## config.mk

```make
export PLATFORM = sky130hd
export DESIGN_NAME = fnd_scan_ctrl_flat
export DESIGN_NICKNAME = d
export VERILOG_FILES = /design/src/rtl/fnd_pkg.sv /design/src/rtl/fnd_scan_ctrl_if.sv /design/src/rtl/seg_decoder.sv /design/src/rtl/fnd_scan_ctrl.sv /design/src/flat_wrapper.sv
export SDC_FILE = /design/constraint.sdc
export NUM_CORES = 1
export LEC_CHECK = 0
export CAP_MARGIN = 30
export CORE_MARGIN = 2
export CORE_UTILIZATION = 48
export CTS_CLUSTER_SIZE = 25
export DETAILED_ROUTE_END_ITERATION = 8
export GPL_TIMING_DRIVEN = 0
export PLACE_DENSITY = 0.75
export SLEW_MARGIN = 20
export SYNTH_ARGS = -nofsm -noshare
export SYNTH_HDL_FRONTEND = slang
export SYNTH_SLANG_ARGS = --single-unit
```

## constraint.sdc

```tcl
create_clock -name clk -period 2.7 [get_ports clk]
set_clock_uncertainty 0.2 [all_clocks]
set_input_delay 0.54 -clock clk [delete_from_list [all_inputs] [get_ports clk]]
set_output_delay 0.54 -clock clk [all_outputs]
set_load 0.02 [all_outputs]
```

## src/rtl/fnd_pkg.sv

```systemverilog
// Shared constants, types and helpers for the 4-digit FND scan controller.
package fnd_pkg;

  // All segments off (active-low) and all digit commons off (active-low).
  localparam logic [7:0] SEG_BLANK = 8'hFF;
  localparam logic [3:0] COM_OFF   = 4'b1111;

  typedef logic [1:0] digit_idx_t;

  // Active-low one-hot common pattern selecting a single digit.
  function automatic logic [3:0] onehot_com(input digit_idx_t idx);
    return ~(4'b0001 << idx);
  endfunction

endpackage

```

## src/rtl/fnd_scan_ctrl_if.sv

```systemverilog
// Display-side bundle of the FND scan controller: value inputs and drive outputs.
interface fnd_scan_ctrl_if;
  import fnd_pkg::*;

  logic        enable;
  logic [15:0] value;
  logic [3:0]  dp_en;
  logic        lz_blank;
  logic [7:0]  seg;
  logic [3:0]  com;
  digit_idx_t  digit_idx;
  logic        frame_start;

  // Whoever supplies the number to display.
  modport master (
    output enable, value, dp_en, lz_blank,
    input  seg, com, digit_idx, frame_start
  );

  // The scan controller itself.
  modport slave (
    input  enable, value, dp_en, lz_blank,
    output seg, com, digit_idx, frame_start
  );

endinterface

```

## src/rtl/seg_decoder.sv

```systemverilog
// Hex nibble to active-low 7-segment pattern, seg[6:0] = {g,f,e,d,c,b,a}.
module seg_decoder (
  input  logic [3:0] hex_value,
  output logic [6:0] seg
);

  // Pure lookup; shared by all four digits of the scan.
  always_comb begin
    seg = 7'h7F;
    case (hex_value)
      4'h0: seg = 7'h40;
      4'h1: seg = 7'h79;
      4'h2: seg = 7'h24;
      4'h3: seg = 7'h30;
      4'h4: seg = 7'h19;
      4'h5: seg = 7'h12;
      4'h6: seg = 7'h02;
      4'h7: seg = 7'h78;
      4'h8: seg = 7'h00;
      4'h9: seg = 7'h10;
      4'hA: seg = 7'h08;
      4'hB: seg = 7'h03;
      4'hC: seg = 7'h46;
      4'hD: seg = 7'h21;
      4'hE: seg = 7'h06;
      4'hF: seg = 7'h0E;
      default: seg = 7'h7F;
    endcase
  end

endmodule

```

## src/rtl/fnd_scan_ctrl.sv

```systemverilog
// Time-multiplexed scan controller for a 4-digit common-anode FND.
// One decoder is shared across digits; each slot starts with a dark gap so
// the previous digit's pattern never ghosts onto the next one.
module fnd_scan_ctrl
  import fnd_pkg::*;
#(
  parameter int CLK_HZ       = 100_000_000,
  parameter int SCAN_HZ      = 1000,
  parameter int BLANK_CYCLES = 100
) (
  input  logic          clk,
  input  logic          reset_p,
  fnd_scan_ctrl_if.slave fnd
);

  localparam int SLOT = CLK_HZ / SCAN_HZ;
  localparam int CW   = (SLOT >= 2) ? $clog2(SLOT) : 1;
  localparam logic [CW-1:0] TICK_LAST = CW'(SLOT - 1);
  localparam logic [CW-1:0] BLANK_END = CW'(BLANK_CYCLES);

  generate
    if (SLOT < 2 || SLOT <= BLANK_CYCLES) begin : g_bad_params
      $error("fnd_scan_ctrl: slot length must be >= 2 and exceed BLANK_CYCLES");
    end
  endgenerate

  logic [CW-1:0] r_tick_cnt;
  digit_idx_t    r_digit_idx;
  logic [15:0]   r_frame_value;
  logic [3:0]    r_frame_dp;
  logic          r_frame_lz;
  logic [3:0]    r_com;
  logic [7:0]    r_seg;
  logic          r_frame_start;

  logic          w_slot_end;
  logic          w_frame_end;
  logic [3:0]    w_nib;
  logic [6:0]    w_seg7;
  logic [3:0]    w_upper_zero;
  logic          w_lz_dark;
  logic          w_dark;

  assign w_slot_end  = (r_tick_cnt == TICK_LAST);
  assign w_frame_end = w_slot_end && (r_digit_idx == 2'd3);

  // w_upper_zero[d]: every latched nibble from digit d up to digit 3 is zero.
  genvar gi;
  generate
    for (gi = 0; gi < 4; gi++) begin : g_upper_zero
      assign w_upper_zero[gi] = (r_frame_value[15:4*gi] == '0);
    end
  endgenerate

  // Digit 0 is exempt so an all-zero value still shows a single "0".
  assign w_lz_dark = r_frame_lz && (r_digit_idx != 2'd0) && w_upper_zero[r_digit_idx];
  assign w_dark    = !fnd.enable || (r_tick_cnt < BLANK_END) || w_lz_dark;
  assign w_nib     = r_frame_value[4*r_digit_idx +: 4];

  seg_decoder u_seg_decoder (
    .hex_value (w_nib),
    .seg       (w_seg7)
  );

  // Slot timer and digit index; they run regardless of enable.
  always_ff @(posedge clk or posedge reset_p) begin
    if (reset_p) begin
      r_tick_cnt  <= '0;
      r_digit_idx <= '0;
    end else if (w_slot_end) begin
      r_tick_cnt  <= '0;
      r_digit_idx <= r_digit_idx + 2'd1;
    end else begin
      r_tick_cnt  <= r_tick_cnt + 1'b1;
    end
  end

  // Snapshot the inputs at the frame wrap so a frame never mixes two values.
  always_ff @(posedge clk or posedge reset_p) begin
    if (reset_p) begin
      r_frame_value <= 16'h0000;
      r_frame_dp    <= 4'b0000;
      r_frame_lz    <= 1'b0;
      r_frame_start <= 1'b0;
    end else begin
      r_frame_start <= w_frame_end;
      if (w_frame_end) begin
        r_frame_value <= fnd.value;
        r_frame_dp    <= fnd.dp_en;
        r_frame_lz    <= fnd.lz_blank;
      end
    end
  end

  // Registered pin drive, one clock behind the counter state.
  always_ff @(posedge clk or posedge reset_p) begin
    if (reset_p) begin
      r_com <= COM_OFF;
      r_seg <= SEG_BLANK;
    end else if (w_dark) begin
      r_com <= COM_OFF;
      r_seg <= SEG_BLANK;
    end else begin
      r_com <= onehot_com(r_digit_idx);
      r_seg <= {~r_frame_dp[r_digit_idx], w_seg7};
    end
  end

  assign fnd.com         = r_com;
  assign fnd.seg         = r_seg;
  assign fnd.digit_idx   = r_digit_idx;
  assign fnd.frame_start = r_frame_start;

endmodule

```

## src/flat_wrapper.sv

```systemverilog
// flat-port wrapper written by rule: the top's interface ports become plain ports
module fnd_scan_ctrl_flat import fnd_pkg::*;
#(
  parameter int CLK_HZ       = 100_000_000,
  parameter int SCAN_HZ      = 1000,
  parameter int BLANK_CYCLES = 100
)
  (clk, reset_p, fnd_enable, fnd_value, fnd_dp_en, fnd_lz_blank, fnd_seg, fnd_com, fnd_digit_idx, fnd_frame_start);
  fnd_scan_ctrl_if fnd_i ();
  input  logic clk;
  input  logic reset_p;
  input wire logic [$bits(fnd_i.enable)-1:0] fnd_enable;
  input wire logic [$bits(fnd_i.value)-1:0] fnd_value;
  input wire logic [$bits(fnd_i.dp_en)-1:0] fnd_dp_en;
  input wire logic [$bits(fnd_i.lz_blank)-1:0] fnd_lz_blank;
  output wire logic [$bits(fnd_i.seg)-1:0] fnd_seg;
  output wire logic [$bits(fnd_i.com)-1:0] fnd_com;
  output wire logic [$bits(fnd_i.digit_idx)-1:0] fnd_digit_idx;
  output wire logic [$bits(fnd_i.frame_start)-1:0] fnd_frame_start;
  assign fnd_i.enable = fnd_enable;
  assign fnd_i.value = fnd_value;
  assign fnd_i.dp_en = fnd_dp_en;
  assign fnd_i.lz_blank = fnd_lz_blank;
  assign fnd_seg = fnd_i.seg;
  assign fnd_com = fnd_i.com;
  assign fnd_digit_idx = fnd_i.digit_idx;
  assign fnd_frame_start = fnd_i.frame_start;
  fnd_scan_ctrl #(.CLK_HZ(CLK_HZ), .SCAN_HZ(SCAN_HZ), .BLANK_CYCLES(BLANK_CYCLES)) u_core (.clk(clk), .reset_p(reset_p), .fnd(fnd_i));
endmodule
```

After elaboration in Yosys (flattened, before gate mapping). Memories as Yosys holds them, arrays and structs flattened. Cells that the tools add are included.

Register bits after elaboration: 53. Bits in latches: 0. RAM bits: 0. ROM bits: 112. Bits of input ports: 24. Word-level logic and storage cells: 37. Memories: 1.

Memories: (no name shown) (depth 16, width 7, read ports 1, clocked after Yosys merged registers in 0, wr ports 0, RTL line seg_decoder.sv:10) `case (hex_value)`.

Add/sub/neg operators: 2. Multiply operators: 0. Div/mod/pow operators: 0. $lt $le $gt $ge: 2. Eq/ne operators: 2. Shifts and indexed selects: 2. Mux-type cells: 7. Bitwise operators: 2. Reduce and logical (&&, ||, !) cells: 11.

Operator list (number): 17-bit by 1-bit adder with 17-bit output (second input constant) (1); 17-bit equality test (second input constant) (1); 17-bit by 7-bit less-than comparator with 1-bit output (second input constant) (1); 17-bit two-way mux (1); 16-bit logical NOT (1); 16-bit by 5-bit variable part select with 4-bit output (1); 12-bit logical NOT (1); 8-bit logical NOT (1); 8-bit two-way mux (1); 1-bit binary-select mux with 2-bit select (2); 4-bit logical NOT (1); 4-bit two-way mux (1); 4-bit NOT (1); 1-bit by 2-bit left shift with 4-bit output (first input constant) (1); 1-bit logical AND (3); 2-bit by 3-bit less-than comparator with 1-bit output (second input constant) (1); 2-bit by 1-bit adder with 2-bit output (second input constant) (1); 2-bit equality test (second input constant) (1); 1-bit logical OR (2); 1-bit two-way mux (2); 2-bit nonzero test (1); 1-bit logical NOT (1); 1-bit NOT (1).

Longest topological paths before layout. Gate-level depths: netlist (run 1).

Depth in word-level cells: 6. Depth in mapped cells: 8. Gate-level depth less buffers: 6.

Cells and area by module. Synthesis (run 1) repeated with hierarchy kept, for this count alone.

Cells, all modules: 213. Area, all modules: 2705.1 um^2.

Modules (own cells, without submodules): fnd_scan_ctrl (times used 1, cells each 178, area each 2434.8 um^2); seg_decoder (times used 1, cells each 35, area each 270.3 um^2).

Least setup slack after synthesis (run 1). Ideal clock, no wire load.

Path type: register -> register. Start: reg u_core.r_digit_idx[1], in the netlist u_core.fnd.digit_idx[1]. End: reg u_core.r_seg[3], in the netlist u_core.fnd.seg[3]. Library setup time: 82 ps. Arrival time: 2423 ps. Slack: -4 ps. Stages on the path, launching flop included: 9. Period minus slack after synthesis: 2704 ps. Path through: dfrtp_1 -> clkbuf_1 -> inv_1 -> ha_1 -> or4b_1 -> or4_1 -> o211a_1 -> buf_2 -> o211ai_1.

Cells in the longest elaborated chain, start to end: 5. Elaborated cells between the ends (all ways): 9. Those cells by class: shift (1); mux (3); reduce/logical (4); memory (1).

Ends and longest elaborated chain: start: declaration (RTL line fnd_scan_ctrl.sv:28) `digit_idx_t r_digit_idx;`; start signal: assignment (RTL line fnd_scan_ctrl.sv:72) `r_digit_idx <= r_digit_idx + 2'd1;`; parallel branches: the longest is 4 deep, another holds memory 16 x 7 bit; 8-bit two-way mux * (RTL line fnd_scan_ctrl.sv:100) `end else if (w_dark) begin`; end signal: assignment (RTL line fnd_scan_ctrl.sv:105) `r_seg <= {~r_frame_dp[r_digit_idx], w_seg7};`; end: declaration (RTL line fnd_scan_ctrl.sv:33) `logic [7:0] r_seg;`.

Every way passes the cells marked *. The select of a mux whose other input is x is not followed. A chain may end at the register's enable or synchronous reset.

Worst setup path after layout (run 1).
Start: reg u_core.r_digit_idx[1], in the netlist u_core.fnd.digit_idx[1]. End: reg u_core.r_seg[1], in the netlist u_core.fnd.seg[1].

The elaborated chain is that of the path after synthesis.

==> results of run 1 <==
==> power by group through the flow <==
stage	combinational, mW	clock [mW]	sequential (mW)
2_1_floorplan	0.0632	0	0.833
3_3_place_gp	0.106	0	0.837
3_5_place_dp	0.113	0	0.838
4_1_cts	0.113	0.551	0.823
5_1_grt	0.124	0.579	0.826
6_report	0.111	0.534	0.824
==> how the worst max path moves through the flow <==
stage	start	end	slack [ns]	cells past startpoint
after global routing	u_core.fnd.digit_idx[1]$_DFFE_PP0N_	u_core.fnd.seg[0]$_DFF_PP1_	-0.03	8
after detailed placement	u_core.fnd.digit_idx[0]$_DFFE_PP0N_	u_core.fnd.seg[1]$_DFF_PP1_	-0.11	8
after CTS	u_core.fnd.digit_idx[1]$_DFFE_PP0N_	u_core.fnd.seg[1]$_DFF_PP1_	0.04	8
after global placement	reset_p	u_core.r_frame_dp[3]$_DFFE_PP0P_	-0.23	2
final	u_core.fnd.digit_idx[1]$_DFFE_PP0N_	u_core.fnd.seg[1]$_DFF_PP1_	0.10	8
after floorplan	u_core.fnd.digit_idx[0]$_DFFE_PP0N_	u_core.fnd.seg[3]$_DFF_PP1_	0.05	8
==> what timing repair did <==
action / CTS / global route
hold buffers: 0 / 0
setup buffers: 2 / 3
gates resized for setup: 2 / 6
pin swaps: 0 / 1
endpoints found under the setup margin: 10 / 10
==> cells in the final DEF (no fill, tap or decap), types with 2 or more instances in the layout <==
| master | synthesis | final |
|---|---|---|
| nand2b_1 | 2 | 2 |
| inv_1 | 9 | 8 |
| nor2_1 | 13 | 13 |
| nand2_1 | 17 | 17 |
| buf_6 | 2 | 4 |
| mux4_2 | 5 | 5 |
| nand3_1 | 8 | 8 |
| nor3_1 | 3 | 3 |
| clkbuf_1 | 2 | 2 |
| mux2_2 | 5 | 5 |
| xnor2_1 | 9 | 9 |
| dfstp_2 | 12 | 12 |
| dfrtp_1 | 41 | 41 |
| clkbuf_8 | 0 | 5 |
| ha_1 | 11 | 10 |
| xor2_1 | 7 | 7 |
| clkdlybuf4s50_1 | 0 | 38 |
| o221ai_1 | 2 | 2 |
| o211ai_1 | 5 | 5 |
| or4_1 | 2 | 2 |
| nand4_1 | 4 | 4 |
| nor4_1 | 4 | 4 |
| buf_2 | 4 | 2 |
| a21oi_1 | 3 | 3 |
| buf_4 | 0 | 6 |
| mux2_4 | 19 | 19 |
| mux2i_1 | 2 | 2 |
| o21ai_0 | 2 | 2 |
==> layer usage <==
metal / routed length, um / vias to the layer above / share of wire, % / GRT usage [%]
met1: 2270 / 831 / 48 / 23.7
met2: 2160 / 44 / 46 / 24.7
li1: - / 813 / - / -
met4: 80 / 0 / 1.7 / 6.43
met3: 172 / 5 / 3.7 / 3.49
met5: 0 / - / 0 / 0
==> kinds of logic after synthesis <==
kind of cell               Yosys count  share of synthesized area, %
AOI/OAI and AO/OA                   16                          4.40
xor gates and xnor gates            16                          5.42
adders and majority gates           11                          5.32
buffers and inverters               17                          3.24
DFF                                 53                          51.8
muxes                               31                          18.3
and+or+nand+nor                     59                          11.5
==> stage by stage <==
step | power (mW) | hold WS (ns) | worst slack (ns)
5_1_grt | 1.53 | 0.300 | -0.0333
6_report | 1.47 | 0.286 | 0.100
2_1_floorplan | 0.896 | 0.251 | 0.0521
3_3_place_gp | 0.944 | 0.270 | -0.230
3_5_place_dp | 0.951 | 0.277 | -0.110
4_1_cts | 1.49 | 0.292 | 0.0427
==> state kept, by name, summed over array words and instances (netlist names) <==
signal	flops
u_core.fnd.seg	8
u_core.fnd.com	4
u_core.fnd.digit_idx	2
u_core.r_frame_value	16
u_core.r_frame_lz	1
u_core.fnd.frame_start	1
u_core.r_frame_dp	4
u_core.r_tick_cnt	17
==> final cells by class <==
class                      instances  share of cell area [%]
inverter                           9                    1.04
sequential                        53                    41.4
tap                               70                    2.70
clock inverter                     2                    1.20
multi-input combinational        133                    35.9
buffer                             8                    2.04
timing repair buffer              44                    13.5
clock buffer                       6                    2.24
==> impl_results.md, run 1 <==
- Final setup fails: 0
- First-pass GRT wire length: about 7700 um
- Worst Path Max Fanout: 10
- Via count: 1693
- DR vias/cell: around 5.2
- Fill cells: between 400 and 500
- Hold Fails Final Rpt: 0
- Synthesized instance count: 203
- Critical Path Source Type: flip-flop
- Register area: 0.00134 mm^2
- Initial antenna violation count: 0
- Status: finished clean
- Sequential element share of the synthesized area: between 50% and 60%
- Worst path top cell family by delay: simple AND/OR/NAND/NOR gates
- Fin crit period: 2.60 ns
- Die ar.: 0.00599 mm^2
- GPL Wtd Cong: 0.772
- CP arrival: 2.63 ns
- Slowest stage delay, CP: roughly 0.52 ns
- CTS max path bufs: 2
- Top_reg_cell synth: dfrtp_1
- Flop pwr share: 56.1%
- Ranking of synthesized cells by area: dfrtp_1 40%, dfstp_2 12%, mux2_4 11%, ha_1 5.3%, mux4_2 4.4%
- Fin cells: 325
- Rel. slew slack: 67.8%
- Reg-to-Reg Start: u_core.fnd.digit_idx[1]$_DFFE_PP0N_
- Post-Syn Nets: between 200 and 250
- Crit path kind: flip-flop to flip-flop
- Initial core utilization: ~50%
- Flop2flop setup slack: around 0.10 ns
- Max Freq: 385 MHz
- DIE HEIGHT: 77.4 um
- Share of cells above drive strength 1: 25.9%
- Slowest-stage cell, CP: or4b_1
- Fin area: 0.00324 mm^2
- Fraction of registers with async set/reset: 100%
- Clock power frac: 36.3%
- Drt initial violations: 135
- Total Nets Final: 289
- Pre-antenna DRT Iters: 4
- Worst-Skew Late Latency: 0.31 ns
- Vias in the first global route: between 1500 and 2000
- R2R depth: 8
- Root buf cell: clkbuf_8
- Netlist cell types: 35
- WP buf/inv: 3
- CTS Buf Count: 5
- Syn Std Cell Area: around 0.0026 mm^2
- Worst vdd ir: between 300 and 400 uV
- Syn avg cell area: about 13 um^2
- Footprint of the multi-input gates: 0.00116 mm^2
- Period utilisation layout: 96.3%
- Finished Core Util: ~63%
- Sinks on Clock Net: between 50 and 60
- Int Power: 1.16 mW
- Endpoint, Worst Hold: u_core.r_tick_cnt[0]$_DFF_PP0_
- Worst EP required: 2.73 ns
- Hold Path Class: flip-flop to flip-flop
- Yosys top cell area share: between 30 and 40%
- Routed Antenna Nets: 0
- HPWL after DPL: 3400 um
- Post-synth top cells: 41 x dfrtp_1, 19 x mux2_4, 17 x nand2_1
- Count leader, synth: dfrtp_1
- Inst Count DP: 312
- Wire length per cell: 14.4 um
- YS warnings: 0
- Remaining DRCs: 0
- LEAKAGE: 1.47 nW
- Worst Tran Pin Value: roughly 0.48 ns
- Core outline area: ~0.0051 mm^2
- N_diodes: 0
- Setup TNS Final: 0 ns
- Max-slew violation count: 0
- Yosys top cell by area: dfrtp_1
- Largest net degree at the start of global routing: 32
- Max-capacitance violation count: 0
- Switching pwr: 0.312 mW
- Worst path cell trace: buf_6, inv_1, ha_2, or4b_1, or4_1, o211a_1, buf_4, o211ai_1
- Hold Path Depth: 1
- Port bufs: 38
- Overflow after GRT: 0
- Placed inst area: a little over 0.003 mm^2
- Area Overhead vs Synth: 25.3%
- Worst Hold Launch: u_core.r_tick_cnt[0]$_DFF_PP0_
- DIE WIDTH: 77.4 um
- Clock transition at the registers of the reported paths: 0.10 ns
- Total power divided by cell area: 453 mW/mm^2
- Final WL: between 4000 and 5000 um
- Number of synthesized flops with an enable pin: 0
- GRT Util Overall: ~17%
- Switching share of total power: 21.2%
- Post-synthesis register bit count: 53
- IO Pins: 39
- CTS tree: built
- Logic gate share of total power: between 7 and 8%
- R2R Path End: u_core.fnd.seg[1]$_DFF_PP1_
- CP Capture Type: flip-flop
- H-tree level count: 2
- Num rows: 26
(Power assumes the default switching activity.)
==> run 2: changes to the inputs <==
- PLACE_DENSITY: 0.75 -> unset
- PLACE_DENSITY_LB_ADDON: unset -> 0.3
==> run 2 against run 1 <==
  * Register-to-register slack is essentially flat
  * Critical path depth is the same
  * Clock-buffer cell count shrank 1
  * Flip-flop and latch count is the same
  * Global-route usage grew 0.76 points
  * Wire length grew 4.2%
  * Highest routed layer unchanged
==> impl_results.md, run 2 (synthesis results as in run 1) <==
- Slowest-stage cell, CP: or4b_1
- First-pass GRT wire length: 8000 um (+3.9%)
- Final WL: 4890 um (+4.2%)
- LEAKAGE: 1.46 nW (-0.51%)
- GRT Util Overall: 17.3% (+0.76 points)
- Power Total: 1.47 mW (+0.39%)
- Num rows: 26 (unchanged)
- Vias in the first global route: 1623 (+2.6%)
- Total power divided by cell area: 453 mW/mm^2 (about the same)
- Rel. slew slack: 67.1% (-0.75 points)
- Clock transition at the registers of the reported paths: 0.10 ns (about the same)
- Switching pwr: 0.322 mW (+3.4%)
- Area Overhead vs Synth: 25.9%
- Sinks on Clock Net: 53 (unchanged)
- Switching share of total power: 21.9% (+0.63 points)
- Worst-Skew Late Latency: 0.31 ns (about the same)
- Fin cells: 325 (unchanged)
- Worst Tran Pin Value: 0.493 ns (+0.0113 ns)
- Overflow after GRT: 0 (unchanged)
- Most frequent cells in the layout: 41 x dfrtp_1, 38 x clkdlybuf4s50_1, 19 x mux2_4, 17 x nand2_1, 13 x nor2_1
- Placed inst area: 0.00308 mm^2 (unchanged)
- Pre-CTS setup slack: -0.165 ns (-0.0545 ns)
- Via count: 1681 (-0.71%)
- IO Pins: 39 (unchanged)
- GPL Wtd Cong: 0.796 (+3.1%)
- Fin crit period: 2.61 ns (+0.0131 ns)
- Finished Core Util: 63.4% (+0.27 points)
- Pre-antenna DRT Iters: 4 (unchanged)
- Crit path kind: flip-flop to flip-flop
- Worst path cell trace: buf_8, inv_1, ha_2, or4b_1, or4_4, o211a_4, buf_4, o211ai_1
- Initial core utilization: 50.3% (unchanged)
- Drt initial violations: 76 (-44%)
- CTS max path bufs: 2 (unchanged)
- WP buf/inv: 3 (unchanged)
- Top reg by flops: u_core.r_tick_cnt
- CP Capture Type: flip-flop
- DIE HEIGHT: 77.4 um (unchanged)
- Remaining DRCs: 0 (unchanged)
- Period utilisation layout: 96.8% (+0.49 points)
- Worst vdd ir: 269 uV (-24%)
- Initial antenna violation count: 0 (unchanged)
- Core outline area: 0.00514 mm^2 (unchanged)
- Worst Path Max Fanout: 10 (unchanged)
- Slowest stage delay, CP: 0.54 ns (+0.02 ns)
- Critical Path Source Type: flip-flop
- CTS Buf Count: 5 (unchanged)
- Int Power: 1.15 mW (-0.41%)
- Total Nets Final: 289 (unchanged)
- Largest net degree at the start of global routing: 32 (unchanged)
- Max FFs per register: 17 (unchanged)
- Logic gate share of total power: 7.7% (about the same)
- Inst Count DP: 312 (unchanged)
- CTS tree: built
- Die ar.: 0.00599 mm^2 (unchanged)
- Clock power frac: 36.4% (about the same)
- N_diodes: 0 (unchanged)
- Routed Antenna Nets: 0 (unchanged)
- Share of cells above drive strength 1: 26.7% (+0.78 points)
- Root buf cell: clkbuf_8
- HPWL after DPL: 3540 um (+4.1%)
- DR vias/cell: 5.17 (-0.71%)
- Status: finished clean
- CP arrival: 2.65 ns (+0.02 ns)
- Fin area: 0.00326 mm^2 (+0.42%)
- Port bufs: 38 (unchanged)
- DIE WIDTH: 77.4 um (unchanged)
- Worst path top cell family by delay: simple AND/OR/NAND/NOR gates
- Flop pwr share: 55.9% (-0.2 points)
- Fill cells: 437 (+5.0%)
- Most common cell after layout, fill and taps aside: dfrtp_1
- Hold Path Class: flip-flop to flip-flop
- Wire length per cell: 15.0 um (+4.2%)
- Max-slew violation count: 0 (unchanged)
- Hold Fails Final Rpt: 0 (unchanged)
- Final Worst Setup Slack: 0.0869 ns (-0.0131 ns)
- Final setup fails: 0 (unchanged)
- Max Freq: 383 MHz (-0.50%)
- Worst EP required: 2.74 ns (about the same)
- Max-capacitance violation count: 0 (unchanged)
- RSZ-0062 raised after global routing: no
- H-tree level count: 2 (unchanged)
-- run 2: cell types whose count changed in the layout (fill, tap and decap cells not counted), sizes merged --
| cell | previous run | this run |
|---|---|---|
| clkbuf | 7 | 6 |
| clkinvlp | 0 | 1 |
-- run 2: per-stage QoR --
stage	setup TNS (ns)	hold WS (ns)
global route	0	0.332
global placement	-11.01	0.272
CTS	0	0.292
floorplan	0	0.251
detailed placement	-1.26	0.278
finish	0	0.294
-- run 2: metal layers --
layer	track usage [%]	vias up	share of wire, %
met4	6.96	0	2.2
li1	-	810	-
met3	3.72	8	3.7
met1	24.5	817	47
met5	0	-	0
met2	26.0	46	47
-- run 2: what timing repair did --
item / in CTS / in global routing
pin swaps: 0 / 1
hold buffers: 0 / 0
resized for setup: 4 / 6
setup buffers: 2 / 3
setup endpoints to repair: 10 / 10
-- run 2: area by class of cell --
cell class / count / area, um^2 / area share (%)
clock inverters: 3 / 41.3 / 1.27
multi-input cells: 133 / 1180 / 36.1
plain buffers: 8 / 70.1 / 2.15
inverters: 9 / 33.8 / 1.04
repair buffers: 44 / 438 / 13.4
clock buffers: 5 / 68.8 / 2.11
flip-flops and latches: 53 / 1340 / 41.2
well taps: 70 / 87.6 / 2.69
-- run 2: worst paths after layout --
kind	start	end	slack, ns	cells after the start
min in group asynchronous	reset_p	u_core.fnd.frame_start$_DFF_PP0_	0.37	2
max in group asynchronous	reset_p	u_core.fnd.digit_idx[1]$_DFFE_PP0N_	1.41	3
max reg2reg	u_core.fnd.digit_idx[1]$_DFFE_PP0N_	u_core.fnd.seg[1]$_DFF_PP1_	0.09	8
min	u_core.r_tick_cnt[0]$_DFF_PP0_	u_core.r_tick_cnt[0]$_DFF_PP0_	0.29	1
min reg2reg	u_core.r_tick_cnt[0]$_DFF_PP0_	u_core.r_tick_cnt[0]$_DFF_PP0_	0.29	1
max	u_core.fnd.digit_idx[1]$_DFFE_PP0N_	u_core.fnd.seg[1]$_DFF_PP1_	0.09	8
-- run 2: power by group through the flow --
stage	registers, mW	clock network (mW)	logic [mW]
2_1_floorplan	0.833	0	0.0632
3_3_place_gp	0.838	0	0.107
3_5_place_dp	0.838	0	0.113
4_1_cts	0.824	0.552	0.114
5_1_grt	0.826	0.565	0.125
6_report	0.824	0.537	0.113
==> run 3: changes to the inputs <==
- CTS_BUF_LIST: unset -> sky130_fd_sc_hd__clkbuf_16
- HOLD_SLACK_MARGIN: unset -> 0.05
==> run 3 against run 2 <==
  * Sequential share of layout area down 0.50 points
  * Design area is 1.2% higher
  * Die area unchanged
  * Global-route usage increased by 0.071 points
  * Via count down 0.42%
  * Setup slack better by 0.0043 ns
  * Critical path depth stayed put
  * Core utilization increased by 0.78 points
  * Non-clock buffer count is 1 lower
  * Final cell count is 0.31% lower
  * Worst hold slack worse by 0.0038 ns
  * Flip-flop and latch count stayed put
==> impl_results.md, run 3 (synthesis results as in run 1) <==
- Status: finished clean
- CTS tree: built
- Clock transition at the registers of the reported paths: 0.07 ns (-0.03 ns)
- Fin crit period: 2.61 ns (-0.00429 ns)
- Final Worst Setup Slack: 0.0912 ns (+0.00429 ns)
- Remaining DRCs: 0 (unchanged)
- GRT Util Overall: 17.3% (+0.071 points)
- Root buf cell: clkbuf_16
- Reg-to-Reg Start: u_core.fnd.digit_idx[1]$_DFFE_PP0N_
- Num rows: 26 (unchanged)
- Vias in the first global route: 1629 (+0.37%)
- Worst vdd ir: 265 uV (-1.5%)
- Overflow after GRT: 0 (unchanged)
- Max Freq: 383 MHz (+0.16%)
- Met1 Use GR: 24.7% (+0.21 points)
- Area Overhead vs Synth: 27.4%
- Total power divided by cell area: 500 mW/mm^2 (+10%)
- Max-capacitance violation count: 0 (unchanged)
- Final setup fails: 0 (unchanged)
- CTS max path bufs: 2 (unchanged)
- GR peak layer: met2
- Total Nets Final: 288 (-0.35%)
- Max-slew violation count: 0 (unchanged)
- Top reg by flops: u_core.r_tick_cnt
- Endpoint, Worst Hold: u_core.r_tick_cnt[0]$_DFF_PP0_
- Pre-antenna DRT Iters: 4 (unchanged)
- DIE HEIGHT: 77.4 um (unchanged)
- CP arrival: 2.62 ns (-0.03 ns)
- R2R depth: 8 (unchanged)
- Worst Tran Pin Value: 0.492 ns (-0.00124 ns)
- H-tree level count: 2 (unchanged)
- Worst-Skew Late Latency: 0.29 ns (-0.02 ns)
- GPL Wtd Cong: 0.796 (unchanged)
- Slowest-stage cell, CP: or4b_1
- Share of cells above drive strength 1: 26.0% (-0.68 points)
- LEAKAGE: 1.49 nW (+1.8%)
- Worst Path Max Fanout: 10 (unchanged)
- Initial core utilization: 50.3% (unchanged)
- Core outline area: 0.00514 mm^2 (unchanged)
- DR vias/cell: 5.17 (-0.11%)
- Met3 Use GR: 3.72% (unchanged)
- Critical path startpoint: u_core.fnd.digit_idx[1]$_DFFE_PP0N_
- Pre-CTS setup slack: -0.165 ns (unchanged)
- Hold Fails Final Rpt: 0 (unchanged)
- Port bufs: 38 (unchanged)
- N_diodes: 0 (unchanged)
- DIE WIDTH: 77.4 um (unchanged)
- Initial antenna violation count: 0 (unchanged)
- Wire length per cell: 15.0 um (-0.43%)
- Die ar.: 0.00599 mm^2 (unchanged)
- Most common cell after layout, fill and taps aside: dfrtp_1
- Period utilisation layout: 96.6% (-0.16 points)
- Worst path top cell family by delay: simple AND/OR/NAND/NOR gates
- Cts hold-fix bufs: 0 (unchanged)
- CTS Buf Count: 5 (unchanged)
- Most frequent cells in the layout: 41 x dfrtp_1, 38 x clkdlybuf4s50_1, 19 x mux2_4, 17 x nand2_1, 13 x nor2_1
- Rel. slew slack: 67.2% (+0.083 points)
- WP buf/inv: 3 (unchanged)
- HPWL after DPL: 3540 um (unchanged)
- CP Capture Type: flip-flop
- Fin Hold WS: 0.290 ns (-0.00384 ns)
- Largest net degree at the start of global routing: 32 (unchanged)
- Routed Antenna Nets: 0 (unchanged)
- Fill cells: 427 (-2.3%)
- Crit path kind: flip-flop to flip-flop
- IO Pins: 39 (unchanged)
- Flop2flop setup slack: 0.09 ns (about the same)
- Drt initial violations: 67 (-12%)
- First-pass GRT wire length: 8070 um (+0.77%)
- Hold Path Depth: 1 (unchanged)
- Max FFs per register: 17 (unchanged)
- Critical Path Source Type: flip-flop
- RSZ-0062 raised after global routing: no
- Worst Hold Launch: u_core.r_tick_cnt[0]$_DFF_PP0_
- Final WL: 4850 um (-0.74%)
- R2R Path End: u_core.fnd.seg[1]$_DFF_PP1_
- Sinks on Clock Net: 53 (unchanged)
- Worst EP required: 2.71 ns (-0.03 ns)
- Finished Core Util: 64.1% (+0.78 points)
- Via count: 1674 (-0.42%)
- Setup TNS Final: 0 ns (unchanged)
- Hold Path Class: flip-flop to flip-flop
- Met2 capacity usage during global routing: 26.3% (+0.35 points)
- Worst path cell trace: clkbuf_8, inv_1, ha_2, or4b_1, or4_4, o211a_1, buf_4, o211ai_1
- Slowest stage delay, CP: 0.54 ns (about the same)
==> run 3: final cells by class <==
| type | count | area, um^2 | area share, % |
|---|---|---|---|
| multi-input combinational | 133 | 1170 | 35.4 |
| sequential | 53 | 1340 | 40.7 |
| tap | 70 | 87.6 | 2.66 |
| timing repair buffer | 43 | 430 | 13.1 |
| buffer | 8 | 68.8 | 2.09 |
| clock buffer | 5 | 125 | 3.80 |
| clock inverter | 3 | 41.3 | 1.25 |
| inverter | 9 | 33.8 | 1.02 |
==> run 3: routing by layer <==
layer	wire, um	vias to the layer above
met5	0	-
li1	-	811
met4	61	0
met1	2330	823
met3	149	5
met2	2310	35
==> run 3: worst max path at each step <==
stage,to,slack [ns],cells past startpoint
after floorplan,u_core.fnd.seg[3]$_DFF_PP1_,0.05,8
after global placement,u_core.r_frame_dp[0]$_DFFE_PP0P_,-0.26,2
after detailed placement,u_core.fnd.seg[1]$_DFF_PP1_,-0.16,8
after CTS,u_core.fnd.seg[1]$_DFF_PP1_,0.003,8
after global routing,u_core.fnd.seg[1]$_DFF_PP1_,0.02,8
final,u_core.fnd.seg[1]$_DFF_PP1_,0.09,8
==> run 3: report_power, final <==
group | leakage (nW) | internal [mW] | switching [mW]
Sequential | 0.636 | 0.811 | 0.0140
Combinational | 0.773 | 0.0683 | 0.0437
Clock | 0.0775 | 0.434 | 0.277
Total | 1.49 | 1.31 | 0.335
==> run 3: what timing repair did <==
item,in CTS,in global routing
setup buffers,2,2
pin swaps,0,1
endpoints found under the setup margin,10,10
resized for setup,4,5
==> run 3: worst reg2reg max path, stage by stage, from the launching register on <==
cell	delay (ns)
dfrtp_1	0.36
clkbuf_8	0.17
inv_1	0.09
ha_2	0.20
or4b_1	0.54
or4_4	0.44
o211a_1	0.26
buf_4	0.17
o211ai_1	0.10
==> run 3: through the flow <==
stage          power, mW  std cells  area, um^2
3_3_place_gp       0.945        311        3060
3_5_place_dp       0.952        312        3080
5_1_grt             1.70        324        3300
6_report            1.65        324        3300
2_1_floorplan      0.896        203        2590
4_1_cts             1.67        322        3270
